[config.mk]
export PLATFORM = sky130hd
export DESIGN_NAME = bf2i_stage
export DESIGN_NICKNAME = d
export VERILOG_FILES = /design/src/rtl/fft_pkg.sv /design/src/rtl/delay_en.sv /design/src/rtl/bf2i_stage.sv
export SDC_FILE = /design/constraint.sdc
export NUM_CORES = 1
export LEC_CHECK = 0
export CELL_PAD_IN_SITES_DETAIL_PLACEMENT = 0
export CELL_PAD_IN_SITES_GLOBAL_PLACEMENT = 1
export CORE_ASPECT_RATIO = 1.4
export CORE_MARGIN = 2
export CORE_UTILIZATION = 40
export CTS_CLUSTER_SIZE = 14
export DETAILED_ROUTE_END_ITERATION = 8
export PLACE_DENSITY = 0.66
export SYNTH_ARGS = -nofsm -noshare
export SYNTH_HDL_FRONTEND = slang
export SYNTH_SLANG_ARGS = --single-unit
[constraint.sdc]
create_clock -name clk -period 19.4 [get_ports clk]
set_input_delay 2.91 -clock clk [delete_from_list [all_inputs] [get_ports clk]]
set_output_delay 2.91 -clock clk [all_outputs]
set_load 0.01 [all_outputs]
[src/rtl/fft_pkg.sv]
// fft_pkg: shared sample width, saturation, round-half-up halving and counter-width helpers for FFT stages
package fft_pkg;
  localparam int SAMPLE_W = 16;
  function automatic logic signed [63:0] sat(input logic signed [63:0] s, input int w);
    logic signed [63:0] hi, lo;
    hi = (64'sd1 <<< (w - 1)) - 64'sd1;
    lo = -(64'sd1 <<< (w - 1));
    return s > hi ? hi : s < lo ? lo : s;
  endfunction
  function automatic logic signed [63:0] rhu(input logic signed [63:0] s);
    return (s + 64'sd1) >>> 1;
  endfunction
  function automatic int cnt_w(input int depth);
    return $clog2(2 * depth);
  endfunction
endpackage

[src/rtl/delay_en.sv]
// delay_en: DEPTH-deep complex shift register with shift enable and sync clear; q is the oldest entry
module delay_en #(
  parameter int DEPTH = 8,
  parameter int WIDTH = 16
) (
  input  logic                    clk,
  input  logic                    rst,
  input  logic                    en,
  input  logic signed [WIDTH-1:0] d_r,
  input  logic signed [WIDTH-1:0] d_i,
  output logic signed [WIDTH-1:0] q_r,
  output logic signed [WIDTH-1:0] q_i
);
  logic signed [WIDTH-1:0] mem_r [DEPTH];
  logic signed [WIDTH-1:0] mem_i [DEPTH];
  always_ff @(posedge clk)
    if (rst) begin
      for (int k = 0; k < DEPTH; k++) begin
        mem_r[k] <= '0;
        mem_i[k] <= '0;
      end
    end else if (en) begin
      mem_r[0] <= d_r;
      mem_i[0] <= d_i;
      for (int k = 1; k < DEPTH; k++) begin
        mem_r[k] <= mem_r[k-1];
        mem_i[k] <= mem_i[k-1];
      end
    end
  assign q_r = mem_r[DEPTH-1];
  assign q_i = mem_i[DEPTH-1];
endmodule

[src/rtl/bf2i_stage.sv]
// bf2i_stage: radix-2^2 SDF BF2I butterfly (clk, sync rst, i_valid/i_rZ/i_iZ in, o_valid/o_sof/o_rZ/o_iZ out); BF2_SCALE_EN halves with round-half-up instead of saturating
module bf2i_stage
  import fft_pkg::*;
#(
  parameter int DEPTH = 8,
  parameter int WIDTH = SAMPLE_W
) (
  input  logic                    clk,
  input  logic                    rst,
  input  logic                    i_valid,
  input  logic signed [WIDTH-1:0] i_rZ,
  input  logic signed [WIDTH-1:0] i_iZ,
  output logic                    o_valid,
  output logic                    o_sof,
  output logic signed [WIDTH-1:0] o_rZ,
  output logic signed [WIDTH-1:0] o_iZ
);
  localparam int CW = cnt_w(DEPTH);
  logic [CW-1:0] cnt;
  logic primed, phase_b;
  logic signed [WIDTH-1:0] d_r, d_i, w_r, w_i, c_r, c_i;
  function automatic logic signed [WIDTH-1:0] red(input logic signed [WIDTH:0] s);
    logic signed [63:0] t;
`ifdef BF2_SCALE_EN
    t = rhu(64'(s));
`else
    t = sat(64'(s), WIDTH);
`endif
    return t[WIDTH-1:0];
  endfunction
  always_comb begin
    phase_b = cnt >= CW'(DEPTH);
    c_r = phase_b ? red((WIDTH+1)'(d_r) + (WIDTH+1)'(i_rZ)) : d_r;
    c_i = phase_b ? red((WIDTH+1)'(d_i) + (WIDTH+1)'(i_iZ)) : d_i;
    w_r = phase_b ? red((WIDTH+1)'(d_r) - (WIDTH+1)'(i_rZ)) : i_rZ;
    w_i = phase_b ? red((WIDTH+1)'(d_i) - (WIDTH+1)'(i_iZ)) : i_iZ;
  end
  delay_en #(.DEPTH(DEPTH), .WIDTH(WIDTH)) u_delay (
    .clk (clk),
    .rst (rst),
    .en  (i_valid),
    .d_r (w_r),
    .d_i (w_i),
    .q_r (d_r),
    .q_i (d_i)
  );
  always_ff @(posedge clk)
    if (rst) begin
      cnt     <= '0;
      primed  <= 1'b0;
      o_valid <= 1'b0;
      o_sof   <= 1'b0;
      o_rZ    <= '0;
      o_iZ    <= '0;
    end else begin
      o_valid <= i_valid && primed;
      o_sof   <= i_valid && cnt == CW'(DEPTH);
      if (i_valid) begin
        o_rZ <= c_r;
        o_iZ <= c_i;
        cnt  <= cnt + 1'b1;
        if (cnt == CW'(DEPTH - 1)) primed <= 1'b1;
      end
    end
endmodule

---- Word level (Yosys, flattened, before mapping) ----
Memories as Yosys holds them, arrays and structs flattened.
Index checks and enable logic that the tools add are counted.
operators by class
  multipliers ............................. 0
  divide/modulo/power cells ............... 0
  multiplexer cells ....................... 33
  $add $sub $neg .......................... 5
  magnitude comparators ................... 9
  bitwise operators ....................... 16
  equality and inequality tests ........... 2
  reductions and logical operators ........ 3
  shift operators ......................... 0
operators with widths
  cell                                                                    count
  16-bit 2-to-1 mux                                                       28
  17-bit by 16-bit > comparator with 1-bit output, second input constant  4
  17-bit by 16-bit < comparator with 1-bit output, second input constant  4
  16-bit by 16-bit adder with 17-bit output                               2
  16-bit by 16-bit subtractor with 17-bit output                          2
  1-bit OR                                                                16
  1-bit 2-to-1 mux                                                        5
  4-bit by 1-bit adder with 4-bit output, second input constant           1
  4-bit by 3-bit equality test with 1-bit output, second input constant   1
  4-bit equality test, second input constant                              1
  4-bit greater-or-equal comparator, second input constant                1
  1-bit logical AND                                                       2
  2-bit AND reduction                                                     1
storage, ports and cells
  bits in latches ......................... 0
  RAM bits ................................ 256
  logic and storage cells ................. 76
  memories kept ........................... 2
  input bits .............................. 35
  ROM bits ................................ 0
  register bits ........................... 39
memories
  memory         words  bits a word  read ports  clocked after Yosys merged registers in  write ports  RTL line        RTL
  u_delay.mem_i  8      16           8           0                                        8            delay_en.sv:15  logic signed [WIDTH-1:0] mem_i [DEPTH];
  u_delay.mem_r  8      16           8           0                                        8            delay_en.sv:14  logic signed [WIDTH-1:0] mem_r [DEPTH];

---- Longest topological paths before layout ----
Gate-level depths: netlist of run 1.
  depth in word-level cells ............... 6
  gate-level depth with buffers ........... 12
  depth with buffers taken out ............ 11

---- Cells and area by module ----
From an unflattened synthesis of run 1, not the netlist that was laid out.
second synthesis, totals
  cells, all modules ...................... 1383
  area total of the unflattened synthesis .. 15841.4 sq um
by module, submodules not included
  module      area each (sq um)  cells an instance  seq. area each (sq um)  instances
  delay_en    10256.1            594                7687.4                  1
  bf2i_stage  5585.4             789                780.7                   1

---- Least setup slack after synthesis of run 1 ----
No wires, ideal clock.
  path kind ............................... input-to-reg
  start ................................... input i_valid
  end ..................................... memory u_delay.mem_i[0][0] (enable)
  path buffers ............................ 1
  data required time ...................... 18795 ps
  data arrival time ....................... 8081 ps
  slack ................................... 10714 ps
  stages .................................. 3
  library setup time ...................... 605 ps
  path through ............................ nor2_1 -> clkbuf_1 -> inv_1
RTL lines
  item             RTL line          RTL
  start, declared  bf2i_stage.sv:10  input logic i_valid,
  end, declared    delay_en.sv:15

==> summary.txt, run 1 <==
Run status
  – Outcome: completed

Die
  – Die Y: 233.4 um
  – Die area: 39170 sq um
  – Row count: 84
  – I/O pins: 69
  – Die X: 167.9 um
  – CORE AREA: 37310 sq um
  – Initial core utilization: between 40 and 50%

GRT
  – First-pass GRT wire length: about 57000 um
  – Antenna violations before repair: 0
  – Total track usage: 18.96%
  – GRT overflow: 0
  – Largest net degree at the start of global routing: 107
  – Number of global-route vias before repair: 9670

Logic synthesis
  – Gate Count Post-Synth: between 1000 and 1500
  – Dominant synthesized flop cell: edfxtp_1
  – Post-synth ARST share: 0%
  – Register area share after synthesis: 56.32%
  – Netlist cell types: 86
  – Syn avg cell area: ~12 sq um
  – Post-Syn Nets: 1391
  – EDFF count, synth: 256
  – #FFs+latches synth: 295
  – Mapped cell area: 15030 sq um
  – Synth Warn #: 0

Placed design
  – DP Cell Count: around 1800
  – Final Wtd Congestion: 0.8692
  – IO buf count: 68
  – Post-place instance area: 16080 sq um
  – HPWL Detailed: around 25000 um

Clock network
  – CTS sink count: 295
  – # Post-CTS Setup Buffers: 0
  – Clock transition at path regs: approximately 0.06 ns
  – Num CTS Buffers: 30
  – CTS tree: yes
  – CTS Hold Bufs: 0
  – H-tree depth: 1
  – Root buf cell: clkbuf_16
  – Clock Latency Late Sink: ~0.58 ns
  – Clock Path Buffers: 3
  – Post-CTS sizing: 0

Layout
  – Post-route cell area: 16980 sq um
  – Layout Utilization: about 46%
  – Area occupied by multi-input gates: 5993 sq um
  – Post-Layout Cell Count: 1818
  – Fraction of layout cells with a size suffix above 1: 5.948%
  – Layout net count: 1426
  – Area Overhead vs Synth: 12.95%
  – Reg area: 8469 sq um
  – N_diodes: 0
  – Fill count: 3418

Timing
  – Setup tns final: 0 ns
  – Final-report max-slew violation count: 0
  – Fmax: 163.2 MHz
  – Least-Margin Pin Slew: 1.232 ns
  – Slew HR: approximately 18%
  – RSZ-0062 raised after global routing: false
  – Final min period: 6.129 ns
  – Final hold viol count: 0
  – Clk_skew: approximately 0.012 ns
  – Crit share post-route: 31.59%
  – Final Setup Violations: 0

Setup path
  – Critical path type: in -> reg
  – Crit path from: i_rZ[1]
  – Setup crit end kind: register
  – CP Data Arrival Time: 6.39 ns
  – Critical path fanouts, max: 15
  – Critical path's top delay family: compound AO/OA/AOI/OAI gates
  – Worst Path Buf+Inv: 2
  – Slowest CP cell: xor2_1
  – Worst path required time: a little under 20 ns
  – Max stage delay on crit path: approximately 0.93 ns
  – Critical-path cell list: clkdlybuf4s50_1 -> inv_1 -> ha_1 -> nor2b_1 -> o31a_1 -> a31oi_1 -> a21oi_1 -> o22ai_1 -> xor2_1 -> maj3_1 -> a21oi_1
  – FF-to-FF Start: u_delay.mem_i[0][112]
  – Most used cell along the critical path: a21oi_1
  – Type of origin of the critical path: input port
  – Worst R2R Setup Slack: around 16 ns

Detailed routing
  – WL/cell: 20.34 um
  – Final Routed Wirelength: 36970 um
  – Via count of the routed design: 9710
  – Vias per cell: 5.341
  – Antenna viol nets, final: 0
  – DR iter-0 viols: 667
  – DR pass1 iterations: 7
  – Drt drc: 0

Worst hold path
  – Hold path startpoint: o_rZ[15]
  – Worst min path class: reg -> reg

Power
  – Peak supply drop: 0.06482 mV
  – Cell area power density: 90.26 nW/um^2
  – Leakage: between 0.006 and 0.007 uW

Flow run
  – Max-Cap Viols: 0
where the power goes:
| group | internal, uW | total, uW | leakage, uW | switching [uW] |
|---|---|---|---|---|
| sequential | 732 | 752 | 0.00315 | 19.8 |
| combinational | 99.6 | 245 | 0.00302 | 145 |
| clock | 287 | 536 | 0.000445 | 249 |
| total | 1120 | 1530 | 0.00662 | 414 |
kinds of logic after synthesis:
| logic type | count (synthesis) | synth area share, % |
|---|---|---|
| flip-flops | 295 | 56.32 |
| adder cells (fa/ha/maj) | 89 | 7.307 |
| XOR/XNOR | 43 | 2.505 |
| AND/OR/NAND/NOR | 428 | 16.41 |
| buffers and inverters | 143 | 3.862 |
| multiplexers | 2 | 0.1332 |
| AO/OA/AOI/OAI | 286 | 13.46 |
placed cells by master (no fill, tap or decap), drive strengths merged, types with 17 or more instances in the layout:
| cell | count |
|---|---|
| nand3 | 19 |
| inv | 67 |
| nor2b | 78 |
| dfxtp | 39 |
| a21oi | 76 |
| clkdlybuf4s50 | 67 |
| a221oi | 21 |
| clkinv | 17 |
| ha | 66 |
| maj3 | 19 |
| nand2 | 30 |
| and2 | 166 |
| o21ai | 53 |
| nor3 | 17 |
| edfxtp | 256 |
| nor2 | 60 |
| xnor2 | 36 |
| clkbuf | 37 |
through the flow:
stage	setup slack [ns]	hold WS [ns]	total power, uW
2_1_floorplan	10.71	0.4307	940.2
4_1_cts	13.30	0.4674	1552
3_3_place_gp	12.65	0.4562	1011
3_5_place_dp	12.68	0.4440	1010
6_report	13.27	0.4610	1533
5_1_grt	13.03	0.4865	1606
registers in the layout (all words and copies together) (netlist names):
signal and cells:
u_delay.mem_i 128, u_delay.mem_r 128, o_iZ 16, o_rZ 16, cnt 4, o_sof 1
o_valid 1, primed 1
synth_stat cells, drive strengths merged (5+ instances only):
library cell  number  area share, %
a211oi            16           0.83
a21o              14           0.70
a21oi             76            2.6
a221oi            21            1.3
a31oi              8           0.33
a32oi              5           0.29
and2             166            6.9
and3               6           0.25
buf               15           0.67
clkbuf            63            1.6
dfxtp             39            5.2
edfxtp           256             51
ha                66            5.5
inv               65            1.6
maj3              19            1.3
nand2             30           0.75
nand2b            16           0.67
nand3             19           0.67
nor2              60            1.5
nor2b             78            3.2
nor3              17           0.63
nor3b              6           0.30
o211a              5           0.38
o211ai             8           0.40
o21a              10           0.50
o21ai             53            1.8
o22ai             14           0.58
o311ai             5           0.41
o31a               5           0.29
o31ai              9           0.54
or3               11           0.46
xnor2             36            2.1
xor2               7           0.41
final cells by class:
type | instances | share of cell area, %
clock buffer | 37 | 4.576
clock inverter | 19 | 0.7221
inverter | 65 | 1.481
multi-input combinational | 848 | 35.29
sequential | 295 | 49.87
tap | 473 | 3.485
timing repair buffer | 81 | 4.568
layer usage:
layer	part of all wire [%]	global-route usage (%)	vias up	wire, um
met4	2.9	6.685	0	1088
li1	-	-	4717	-
met1	43	23.50	4747	15850
met5	0	0	-	0
met2	51	33.87	192	18700
met3	3.6	2.542	54	1341
worst min-delay path, stage by stage, from the launching register on:
cell and delay [ns]:
dfxtp_1 0.32, nand2_1 0.05, o21ai_1 0.05
path summary, 6_finish.rpt:
check	end	cells after the start
min reg2reg	o_rZ[15]	2
max reg2reg	u_delay.mem_i[0][10]	11
max	u_delay.mem_r[0][9]	11
min	o_rZ[15]	2
Power figures use the tool's default switching activity.
==> run 2, diff against run 1 <==
==> constraint.sdc (replaced) <==
create_clock -name clk -period 6.2 [get_ports clk]
set_input_delay 0.93 -clock clk [delete_from_list [all_inputs] [get_ports clk]]
set_output_delay 0.93 -clock clk [all_outputs]
set_load 0.01 [all_outputs]
==> run 2 against run 1 <==
Against the previous run: hold slack got worse by 0.0039 ns; largest power group unchanged; register-to-register slack got worse by 13 ns; die area unchanged; combinational power increased to 3.2 times the previous value; routed wire length about the same; largest cell class unchanged; count of clock-buffer cells in the layout decreased by 3.
==> summary.txt, run 2 (synthesis gave the netlist of run 1 again) <==
GRT
  – First-pass GRT wire length: 56790 um (-0.24%)
  – Antenna violations before repair: 0 (unchanged)
  – Met1 Use GR: 23.59% (+0.091 points)
  – Number of global-route vias before repair: 9703 (+0.34%)
  – Met3 usage: 2.203% (-0.34 points)
  – Total track usage: 18.95% (about the same)
  – Met2 Usage GRT: 32.93% (-0.94 points)
  – Largest net degree at the start of global routing: 178 (+66%)
  – Busiest grt layer: met2
  – GRT overflow: 0 (unchanged)

Layout
  – Commonest non-fill, non-tap cell in the layout: edfxtp_1
  – Top Registers: u_delay.mem_i x128, u_delay.mem_r x128
  – Fraction of layout cells with a size suffix above 1: 5.878% (-0.070 points)
  – Fill count: 3449 (+0.91%)
  – Post-Layout Cell Count: 1817 (-0.055%)
  – Most frequent cells in the layout: edfxtp_1 (256), and2_1 (166), nor2b_1 (78)
  – Post-route cell area: 17060 sq um (+0.47%)
  – N_diodes: 0 (unchanged)
  – Area Overhead vs Synth: 13.48%
  – Layout net count: 1425 (-0.070%)

Placed design
  – HPWL Detailed: 24830 um (+1.3%)
  – IO buf count: 68 (unchanged)
  – Post-place setup slack: 1.465 ns (-11.21 ns)
  – Final Wtd Congestion: 0.8592 (-1.2%)
  – Post-place instance area: 16090 sq um (about the same)
  – DP Cell Count: 1761 (-0.057%)

Die
  – Die area: 39170 sq um (unchanged)
  – Die Y: 233.4 um (unchanged)
  – Row count: 84 (unchanged)
  – Initial core utilization: 40.30% (unchanged)
  – CORE AREA: 37310 sq um (unchanged)
  – Die X: 167.9 um (unchanged)
  – I/O pins: 69 (unchanged)

Timing
  – Setup ws final: 1.988 ns (-11.28 ns)
  – Final hold viol count: 0 (unchanged)
  – Crit share post-route: 67.94%
  – Least-Margin Pin Slew: 1.164 ns (-0.06784 ns)
  – Clk_skew: 0.01473 ns (+0.002754 ns)
  – Fmax: between 200 and 250 MHz
  – WHS: 0.4571 ns (-0.003925 ns)
  – Final-report max-slew violation count: 0 (unchanged)
  – Final Setup Violations: 0 (unchanged)
  – Slew HR: 22.13% (+4.4 points)
  – Setup tns final: 0 ns (unchanged)
  – Final min period: 4.212 ns
  – RSZ-0062 raised after global routing: false

Setup path
  – Slowest CP cell: nand3_1
  – Max stage delay on crit path: 0.60 ns (-0.33 ns)
  – Critical path's top delay family: compound AO/OA/AOI/OAI gates
  – Critical-path cell list: clkdlybuf4s50_1 -> ha_1 -> fa_1 -> nand2b_1 -> a21oi_1 -> o21ai_0 -> o21ai_1 -> a21oi_1 -> nand3_1 -> o211ai_1 -> a221oi_1
  – Critical path type: in -> reg
  – Type of origin of the critical path: input port
  – Most used cell along the critical path: a21oi_1
  – Number of cells on the critical path: 11 (unchanged)
  – Worst Path Buf+Inv: 1 (-1)
  – Setup crit end kind: register
  – Critical path fanouts, max: 15 (unchanged)
  – Worst path required time: 6.53 ns (-13.13 ns)
  – Worst R2R Path Depth: 10 (-1)
  – CP Data Arrival Time: 4.54 ns (-1.85 ns)

Power
  – Leakage: 0.006644 uW (+0.41%)
  – Cell area power density: 288.5 nW/um^2 (+220%)
  – Peak supply drop: 0.2043 mV (+220%)

Detailed routing
  – Via count of the routed design: 9780 (+0.72%)
  – Drt drc: 0 (unchanged)
  – DR pass1 iterations: 5 (-2)
  – WL/cell: 20.37 um (+0.14%)
  – Antenna viol nets, final: 0 (unchanged)
  – Vias per cell: 5.382 (+0.78%)
  – Final Routed Wirelength: 37010 um (about the same)
  – DR iter-0 viols: 634 (-4.9%)

Clock network
  – CTS sink count: 295 (unchanged)
  – Clock Path Buffers: 3 (unchanged)
  – # Post-CTS Setup Buffers: 0 (unchanged)
  – Post-CTS sizing: 0 (unchanged)
  – CTS tree: yes
  – H-tree depth: 1 (unchanged)
  – Clock Latency Late Sink: 0.58 ns (about the same)
  – Clock transition at path regs: 0.06 ns (about the same)
  – Num CTS Buffers: 30 (unchanged)
  – Root buf cell: clkbuf_16
  – CTS Hold Bufs: 0 (unchanged)

Worst hold path
  – Worst min path class: reg -> reg
  – WHS Path Cells: 2 (unchanged)

Run status
  – Outcome: completed

Flow run
  – Max-Cap Viols: 0 (unchanged)
==> run 2: changes by cell type in the layout (fill, tap and decap cells not counted), moves of 2 or more <==
cell	delta
clkinv_1	+4
clkbuf_1	-3
clkinv_2	-4
bufinv_16	+3
buf_4	-2
==> run 2: stage by stage <==
| step | total power [uW] | util (%) |
|---|---|---|
| after global routing | 5142 | 45.73 |
| after floorplan | 2936 | - |
| after CTS | 4984 | 45.73 |
| final | 4923 | 45.73 |
| after global placement | 3164 | 43.11 |
| after detailed placement | 3166 | 43.11 |
==> run 2: worst paths after layout <==
path / startpoint / to / slack, ns
min reg2reg: o_rZ[15] / o_rZ[15] / 0.46
min: o_rZ[15] / o_rZ[15] / 0.46
max: i_iZ[0] / u_delay.mem_i[0][10] / 1.99
max reg2reg: u_delay.mem_i[0][113] / u_delay.mem_i[0][10] / 2.35
==> run 2: cell type report <==
cell class	instances	area, sq um	share of cell area, %
inverter	65	247.7	1.452
sequential	295	8469	49.64
tap	473	591.8	3.469
multi-input combinational	848	5996	35.14
clock buffer	34	765.7	4.488
timing repair buffer	80	780.7	4.576
clock inverter	22	210.2	1.232
==> run 2: power by group <==
group	internal (uW)	switching [uW]	total [uW]
logic	313	459	772
registers	2290	62.1	2350
clock network	1020	779	1800
total	3620	1300	4920
==> run 2: metal layers <==
metal / up-vias / wire, um / share of wire, %
met5: - / 0 / 0
met4: 0 / 1579 / 4.3
met3: 79 / 1304 / 3.5
met2: 216 / 18450 / 50
met1: 4771 / 15680 / 42
li1: 4714 / - / -
==> run 2: worst reg2reg max path, delay by kind of cell, from the launching register on <==
| kind | cells | cell delay [ns] |
|---|---|---|
| AND/OR/NAND/NOR | 2 | 0.79 |
| buffers and inverters | 1 | 0.16 |
| adder cells (fa/ha/maj) | 1 | 0.42 |
| AO/OA/AOI/OAI | 6 | 1.71 |
| flip-flops | 1 | 0.52 |
==> run 3, diff against run 2 <==
--- a/config.mk
+++ b/config.mk
@@ -12,7 +12,7 @@
 export CORE_UTILIZATION = 40
 export CTS_CLUSTER_SIZE = 14
 export DETAILED_ROUTE_END_ITERATION = 8
-export PLACE_DENSITY = 0.66
+export PLACE_DENSITY = 0.68
 export SYNTH_ARGS = -nofsm -noshare
 export SYNTH_HDL_FRONTEND = slang
 export SYNTH_SLANG_ARGS = --single-unit
==> constraint.sdc (replaced) <==
create_clock -name clk -period 3.5 [get_ports clk]
set_input_delay 0.525 -clock clk [delete_from_list [all_inputs] [get_ports clk]]
set_output_delay 0.525 -clock clk [all_outputs]
set_load 0.01 [all_outputs]
==> run 3 against run 2 <==
Against the previous run: hold slack improved by 0.0012 ns; register-to-register slack got worse by 2.1 ns; flip-flop and latch count unchanged; largest power group unchanged.
==> summary.txt, run 3 (synthesis gave the netlist of run 1 again) <==
Layout
  – Area Overhead vs Synth: 23.16%
  – Area occupied by multi-input gates: 6037 sq um (+0.69%)
  – Most frequent cells in the layout: edfxtp_1 (256), buf_4 (189), and2_1 (166)
  – Post-route cell area: 18520 sq um (+8.5%)
  – Top Registers: u_delay.mem_i x128, u_delay.mem_r x128
  – Commonest non-fill, non-tap cell in the layout: edfxtp_1
  – Fraction of layout cells with a size suffix above 1: 17.38% (+11 points)
  – Layout net count: 1609 (+13%)
  – N_diodes: 0 (unchanged)
  – Fill count: 3369 (-2.3%)
  – Reg area: 8469 sq um (unchanged)

Setup path
  – CP Data Arrival Time: 3.66 ns (-0.88 ns)
  – Critical path's top delay family: compound AO/OA/AOI/OAI gates
  – Worst path required time: 3.83 ns (-2.70 ns)
  – Number of cells on the critical path: 12 (+1)
  – Setup crit end kind: register
  – Worst Path Buf+Inv: 3 (+2)
  – Critical path fanouts, max: 15 (unchanged)
  – Slowest CP cell: a211oi_4
  – Worst R2R Path Depth: 10 (unchanged)
  – Worst R2R Setup Slack: 0.21 ns (-2.14 ns)
  – Critical path type: in -> reg
  – Critical-path cell list: clkdlybuf4s50_1 -> inv_1 -> ha_1 -> nor2b_1 -> o2111a_1 -> or3_1 -> nand2_1 -> o2111a_1 -> nor4_1 -> a211oi_4 -> a221oi_1 -> buf_4
  – Most used cell along the critical path: o2111a_1
  – Max stage delay on crit path: 0.63 ns (+0.03 ns)
  – Type of origin of the critical path: input port

Clock network
  – Clock transition at path regs: 0.06 ns (about the same)
  – Clock Latency Late Sink: 0.57 ns (about the same)
  – # Post-CTS Setup Buffers: 0 (unchanged)
  – Clock Path Buffers: 3 (unchanged)
  – Num CTS Buffers: 29 (-3.3%)
  – CTS Hold Bufs: 0 (unchanged)
  – CTS sink count: 295 (unchanged)
  – H-tree depth: 1 (unchanged)
  – Root buf cell: clkbuf_16
  – CTS tree: yes

GRT
  – Antenna violations before repair: 0 (unchanged)
  – GRT overflow: 0 (unchanged)
  – Total track usage: 19.98% (+1.0 points)
  – Number of global-route vias before repair: 10612 (+9.4%)
  – Largest net degree at the start of global routing: 90 (-49%)
  – First-pass GRT wire length: 59970 um (+5.6%)

Timing
  – Final hold viol count: 0 (unchanged)
  – Clk_skew: 0.01367 ns (-0.001058 ns)
  – Final min period: approximately 3.3 ns
  – WHS: 0.4583 ns (+0.001179 ns)
  – Fmax: 300.1 MHz
  – Least-Margin Pin Slew: 0.7766 ns (-0.3875 ns)
  – Final Setup Violations: 0 (unchanged)
  – Final-report max-slew violation count: 0 (unchanged)
  – Slew HR: 48.06% (+26 points)
  – Crit share post-route: 95.22%
  – RSZ-0062 raised after global routing: false

Detailed routing
  – Drt drc: 0 (unchanged)
  – Antenna viol nets, final: 0 (unchanged)
  – Vias per cell: 5.227 (-2.9%)
  – Routed length on met3: 1379 um (+5.8%)
  – Wl on met1: 15660 um (about the same)
  – Final Routed Wirelength: 38840 um (+4.9%)
  – DR iter-0 viols: 674 (+6.3%)
  – Via count of the routed design: 10444 (+6.8%)
  – DR pass1 iterations: 5 (unchanged)
  – Routed wl met2: 19670 um (+6.7%)
  – Max layer used: met4
  – WL/cell: 19.44 um (-4.6%)

Die
  – Row count: 84 (unchanged)
  – Die Y: 233.4 um (unchanged)
  – CORE AREA: 37310 sq um (unchanged)
  – I/O pins: 69 (unchanged)
  – Die area: 39170 sq um (unchanged)
  – Initial core utilization: 40.30% (unchanged)
  – Die X: 167.9 um (unchanged)

Flow run
  – Max-Cap Viols: 0 (unchanged)

Power
  – Peak supply drop: 0.3293 mV (+61%)
  – Cell area power density: 479.2 nW/um^2 (+66%)
  – Leakage: 0.007571 uW (+14%)

Placed design
  – Final Wtd Congestion: 0.8914 (+3.7%)
  – IO buf count: 68 (unchanged)
  – Post-place instance area: 17580 sq um (+9.3%)
  – HPWL Detailed: 27630 um (+11%)

Worst hold path
  – Worst min path class: reg -> reg
  – WHS Path Cells: 2 (unchanged)

Run status
  – Outcome: completed
-- run 3: changes by cell type in the layout (fill, tap and decap cells not counted), sizes merged --
| cell | change |
|---|---|
| clkinv | -4 |
| buf | +185 |
| bufinv | -1 |
| clkbuf | +1 |
-- run 3: worst reg2reg max path, stage by stage, from the launching register on --
cell      delay [ns]
edfxtp_1        0.47
ha_1            0.33
nor2b_1         0.15
o2111a_1        0.25
or3_1           0.40
nand2_1         0.14
o2111a_1        0.23
nor4_1          0.08
a211oi_4        0.64
a221oi_1        0.19
buf_4           0.18
-- run 3: what timing repair did --
action,in CTS,in global routing
gates resized for setup,1,4
setup endpoints to repair,14,17
pin swaps,0,1
-- run 3: path summary, 6_finish.rpt --
path / endpoint / from
worst max-delay path: u_delay.mem_i[0][5] / i_iZ[1]
worst min-delay path: o_iZ[10] / o_iZ[10]
worst max register to register: u_delay.mem_i[0][5] / u_delay.mem_i[0][113]
worst min register to register: o_iZ[10] / o_iZ[10]
-- run 3: stage by stage --
step,std cells,TNS (ns),util [%],total power [uW],setup slack (ns)
after floorplan,1286,-384.49,-,5203,-1.502
after global placement,1946,-20.54,47.12,5911,-0.6926
after detailed placement,1946,-22.64,47.12,5923,-0.7437
after CTS,1998,0,49.55,8962,0.004228
after global routing,1998,0,49.63,9259,0.02879
final,1998,0,49.63,8873,0.1672
-- run 3: where the power goes --
part,switching (uW),internal [uW]
sequential,111,4060
clock,1330,1680
combinational,892,804
-- run 3: area by class of cell --
cell class	count	area share (%)
multi-input combinational	848	32.60
timing repair buffer	265	12.26
inverter	65	1.338
clock inverter	17	0.8244
clock buffer	35	4.041
sequential	295	45.74
tap	473	3.196
-- run 3: layer usage --
metal | vias up | track usage [%]
li1 | 5082 | -
met1 | 5061 | 22.98
met2 | 208 | 35.96
met3 | 93 | 2.779
met4 | 0 | 10.73
met5 | - | 0
